==> src/rtl/updown_counter_param.sv <==
// Parametrised up/down counter over 0..limit with wrap/saturate, terminal-count pulse and sticky flags.
// Latency: all outputs are registered and update one clk edge after their inputs are sampled.
// Backpressure: none; one load or one count step is accepted every cycle.
module updown_counter_param #(
    parameter int unsigned WIDTH   = 32,
    parameter int unsigned RST_VAL = 0
) (
    input  logic             clk,
    input  logic             rst,
    input  logic             en,
    input  logic             load,
    input  logic             mode,
    input  logic             sat,
    input  logic [WIDTH-1:0] data,
    input  logic [WIDTH-1:0] limit,
    input  logic             clr_flags,
    output logic [WIDTH-1:0] data_out,
    output logic             tc,
    output logic             ovf,
    output logic             unf
);

    localparam logic [WIDTH-1:0] RST_CNT = WIDTH'(RST_VAL);
    localparam logic [WIDTH-1:0] ONE     = WIDTH'(1);

    logic [WIDTH-1:0] cnt_q, cnt_d;
    logic             tc_q,  tc_d;
    logic             ovf_q, ovf_d;
    logic             unf_q, unf_d;

    logic at_top;
    logic at_bottom;
    logic out_of_range;

    assign at_top       = (cnt_q == limit);
    assign at_bottom    = (cnt_q == '0);
    assign out_of_range = (cnt_q > limit);

    always_comb begin
        cnt_d = cnt_q;
        tc_d  = 1'b0;
        // A new event this cycle overrides a simultaneous clear.
        ovf_d = ovf_q & ~clr_flags;
        unf_d = unf_q & ~clr_flags;

        if (load) begin
            if (data <= limit) begin
                cnt_d = data;
            end else begin
                cnt_d = limit;
                ovf_d = 1'b1;
            end
        end else if (en) begin
            if (out_of_range) begin
                cnt_d = limit;
                ovf_d = 1'b1;
                tc_d  = 1'b1;
            end else if (mode) begin
                if (at_top) begin
                    cnt_d = sat ? limit : '0;
                    ovf_d = 1'b1;
                    tc_d  = 1'b1;
                end else begin
                    cnt_d = cnt_q + ONE;
                end
            end else begin
                if (at_bottom) begin
                    cnt_d = sat ? '0 : limit;
                    unf_d = 1'b1;
                    tc_d  = 1'b1;
                end else begin
                    cnt_d = cnt_q - ONE;
                end
            end
        end
    end

    always_ff @(posedge clk) begin
        if (!rst) begin
            cnt_q <= RST_CNT;
            tc_q  <= 1'b0;
            ovf_q <= 1'b0;
            unf_q <= 1'b0;
        end else begin
            cnt_q <= cnt_d;
            tc_q  <= tc_d;
            ovf_q <= ovf_d;
            unf_q <= unf_d;
        end
    end

    assign data_out = cnt_q;
    assign tc       = tc_q;
    assign ovf      = ovf_q;
    assign unf      = unf_q;

endmodule

==> config.mk <==
export PLATFORM = sky130hd
export DESIGN_NAME = updown_counter_param
export DESIGN_NICKNAME = d
export VERILOG_FILES = /design/src/rtl/updown_counter_param.sv
export SDC_FILE = /design/constraint.sdc
export NUM_CORES = 1
export LEC_CHECK = 0
export ABC_AREA = 1
export BUFFER_PORTS_ARGS = -buffer_cell sky130_fd_sc_hd__buf_2
export CAP_MARGIN = 20
export CORE_MARGIN = 1
export CORE_UTILIZATION = 46
export DETAILED_ROUTE_END_ITERATION = 7
export PLACE_DENSITY = 0.76
export RECOVER_POWER = 25
export REMOVE_ABC_BUFFERS = 1
export SYNTH_ARGS = -nofsm -noshare
export SYNTH_HDL_FRONTEND = slang
export SYNTH_SLANG_ARGS = --single-unit
==> constraint.sdc <==
create_clock -name clk -period 5 [get_ports clk]
set_input_delay 1.25 -clock clk [delete_from_list [all_inputs] [get_ports clk]]
set_output_delay 1.25 -clock clk [all_outputs]
set_load 0.05 [all_outputs]
==> metrics.csv <==
stage,metric,value,unit
clock_network,hold_buffers,0,
worst_setup_path,rrSetupSlack,1.94,ns
timing,slew_violations,0,
worst_hold_path,holdPathEnd,unf,
cells_and_area,n_antenna_cell,0,
route,drtIter0Drc,938,
placed_design,numPortBuffers,105,
clock_network,clk_latency,0.30,ns
run_status,outcome,completed,
timing,hold_violations,0,
floorplanning,pin_count,106,
worst_setup_path,reg2reg_to,data_out[16],
placed_design,placed_cells,1652,
power,pwr-share-clk,21.5,%
cells_and_area,drive_above_1_share,10.3,%
worst_hold_path,worstHoldPathType,reg -> reg,
timing,tightest_slew,0.969,ns
worst_setup_path,crit_fanout,27,
global_routing,grt_pass1_vias,8573,
cells_and_area,syn_to_final_growth,9.56,%
timing,rsz0062_at_grt,false,
timing,post-route-period-util,70.9,%
route,antenna_left,0,
timing,fin_tns_setup,0,ns
route,viasPerCell,5.65,
clock_network,cts_buffers,5,
worst_setup_path,crit_required,5.20,ns
synthesis,yosys_warnings,0,
floorplanning,die_height,128,um
global_routing,grt_overflow_total,0,
power,power.density,211,nW/um^2
power,p_leak,4.29,nW
synthesis,yosys.area.top_type,nand2_1,
global_routing,grt_start_max_net_pins,37,
power,comb_power_share,54.4,%
worst_setup_path,r2r_cells,13,
synthesis,synth-seq-area-share,9.63,%
synthesis,synth-edff-count,0,
power,switchingPower,0.878,mW
floorplanning,initial_core_util,47.5,%
synthesis,synth.avg_cell_area,5.25,um^2
cells_and_area,utilization,52.1,%
timing,fmax,0.282,GHz
worst_setup_path,r2r_start,data_out[25],
synthesis,synth_cell_types,30,
global_routing,grt_pass1_wl,44100,um
floorplanning,core-area,15300,um^2
placed_design,place_hpwl,20800,um
clock_network,h-tree-depth,2,
synthesis,synth_ff_type,dfxtp_1,
timing,max_slew_margin,35.3,%
power,irDropWorstVdd,0.150,mV
worst_hold_path,hp-start,unf,
route,firstDrtPassIters,6,
clock_network,cts.clk_slew.worst_paths,0.06,ns
global_routing,antenna_found_initial,0,
route,drc,0,
synthesis,synth.cell_area,7280,um^2
floorplanning,die_width,128,um
worst_setup_path,endpoint_kind,register,
power,sequentialPowerShare,24.1,%
floorplanning,die_area,16300,um^2
timing,timing.final.crit_period,3.55,ns
power,p_sw_share,52.1,%
clock_network,cts.repair.resized,0,
power,intPower,0.808,mW
synthesis,synthMostInstantiatedCell,nand2_1,
cells_and_area,fin_cells,1661,
cells_and_area,final_nets,1587,
route,wl,27700,um
synthesis,ys_async_sr_fraction,0,%
worst_setup_path,worstPathArrival,3.74,ns
clock_network,cts_setup_buffers,0,
clock_network,cts_tree,yes,
clock_network,clkSinkCount,35,
global_routing,track_usage,34.2,%
synthesis,synth_top_area_share,22.5,%
synthesis,synth_common_cells,"nand2_1, nand3_1, inv_1",
worst_hold_path,worstHoldPathCells,2,
synthesis,synth_cells,1386,
clock_network,clk_path_buf_depth,2,
synthesis,ys_ff_latch,35,
timing,clock_skew,0.00463,ns
worst_setup_path,cp-start-kind,input pin,
synthesis,synth_area_leaders,"nand2_1, nand3_1, ha_1, dfxtp_1, inv_1",
floorplanning,placementRows,45,
route,detail_route.wl_per_cell,16.7,um
flow_run,maxCapViolations,0,
route,vias,9378,
worst_setup_path,criticalPathCategory,in -> reg,
timing,setup_viol,0,
power,totalPowerFinal,1.69,mW
clock_network,cts-root-buf,clkbuf_16,
placed_design,place_congestion,1.01,
-- state kept, by name, summed over array words and instances (netlist names) --
| name | count |
|---|---|
| tc | 1 |
| ovf | 1 |
| data_out | 32 |
| unf | 1 |
-- critical path, stage by stage --
cell and delay [ns]:
buf_2 0.10, inv_1 0.10, ha_1 0.32, nand2_1 0.06, nor2_1 0.30, nand2_1 0.14, nor2_2 0.19, nand2_2 0.13
buf_4 0.26, inv_1 0.16, o21ai_1 0.09, nand2_1 0.06, nand2_1 0.06, nor2_1 0.25, nor2_1 0.07, nor2_1 0.11
nor2_1 0.04
-- cells in the final DEF (no fill, tap or decap), types with 14 or more instances in the layout --
master,netlist,routed
nand3_1,256,256
a21oi_1,70,70
xor2_1,24,24
nand2_1,437,437
buf_2,31,88
clkbuf_1,18,18
dfxtp_1,35,35
nor2_1,157,157
o21ai_1,14,14
ha_1,67,67
o21ai_0,28,28
inv_1,166,166
nor2_2,16,16
-- kinds of logic after synthesis --
logic type	Yosys count	share of synthesized area, %
adders and majority gates	67	11.5
buffers and inverters	234	13.6
AOI/OAI and AO/OA	118	8.31
xor gates and xnor gates	24	2.89
DFF	35	9.63
and+or+nand+nor	908	54.0
-- worst max-delay path by stage --
| stage | cells after the start | startpoint | end | slack (ns) |
|---|---|---|---|---|
| floorplan | 16 | limit[31] | data_out[1] | 1.45 |
| global placement | 16 | limit[25] | data_out[3] | 1.30 |
| detailed placement | 16 | limit[25] | data_out[3] | 1.26 |
| CTS | 16 | limit[25] | data_out[3] | 1.58 |
| global route | 17 | limit[27] | data_out[27] | 1.27 |
| finish | 17 | limit[27] | data_out[16] | 1.45 |
-- stage by stage --
step / instance area (um^2) / setup slack, ns / hold slack (ns)
finish: 7970 / 1.45 / 0.479
global placement: 7810 / 1.30 / 0.458
detailed placement: 7810 / 1.26 / 0.465
global route: 7970 / 1.27 / 0.514
floorplan: 6930 / 1.45 / 0.684
CTS: 7970 / 1.58 / 0.480
-- power groups by stage --
stage | Sequential (mW) | Combinational [mW] | Clock, mW
global route | 0.410 | 1.02 | 0.367
floorplan | 0.475 | 0.551 | 0
detailed placement | 0.407 | 0.899 | 0
finish | 0.407 | 0.917 | 0.362
CTS | 0.402 | 0.905 | 0.364
global placement | 0.408 | 0.886 | 0
-- metal layers --
layer	part of all wire [%]	track usage (%)
met1	41	45.1
met2	44	54.7
met3	11	5.26
met4	3.8	15.7
met5	0	0
-- cell type report --
| class | instances | area (um^2) |
|---|---|---|
| well taps | 211 | 264 |
| clock buffers | 8 | 156 |
| fillers | 1716 | 7340 |
| repair buffers | 118 | 622 |
| inverters | 172 | 646 |
| multi-input cells | 1117 | 5580 |
| flip-flops and latches | 35 | 701 |
No activity file was read; power rests on OpenSTA's default activity.
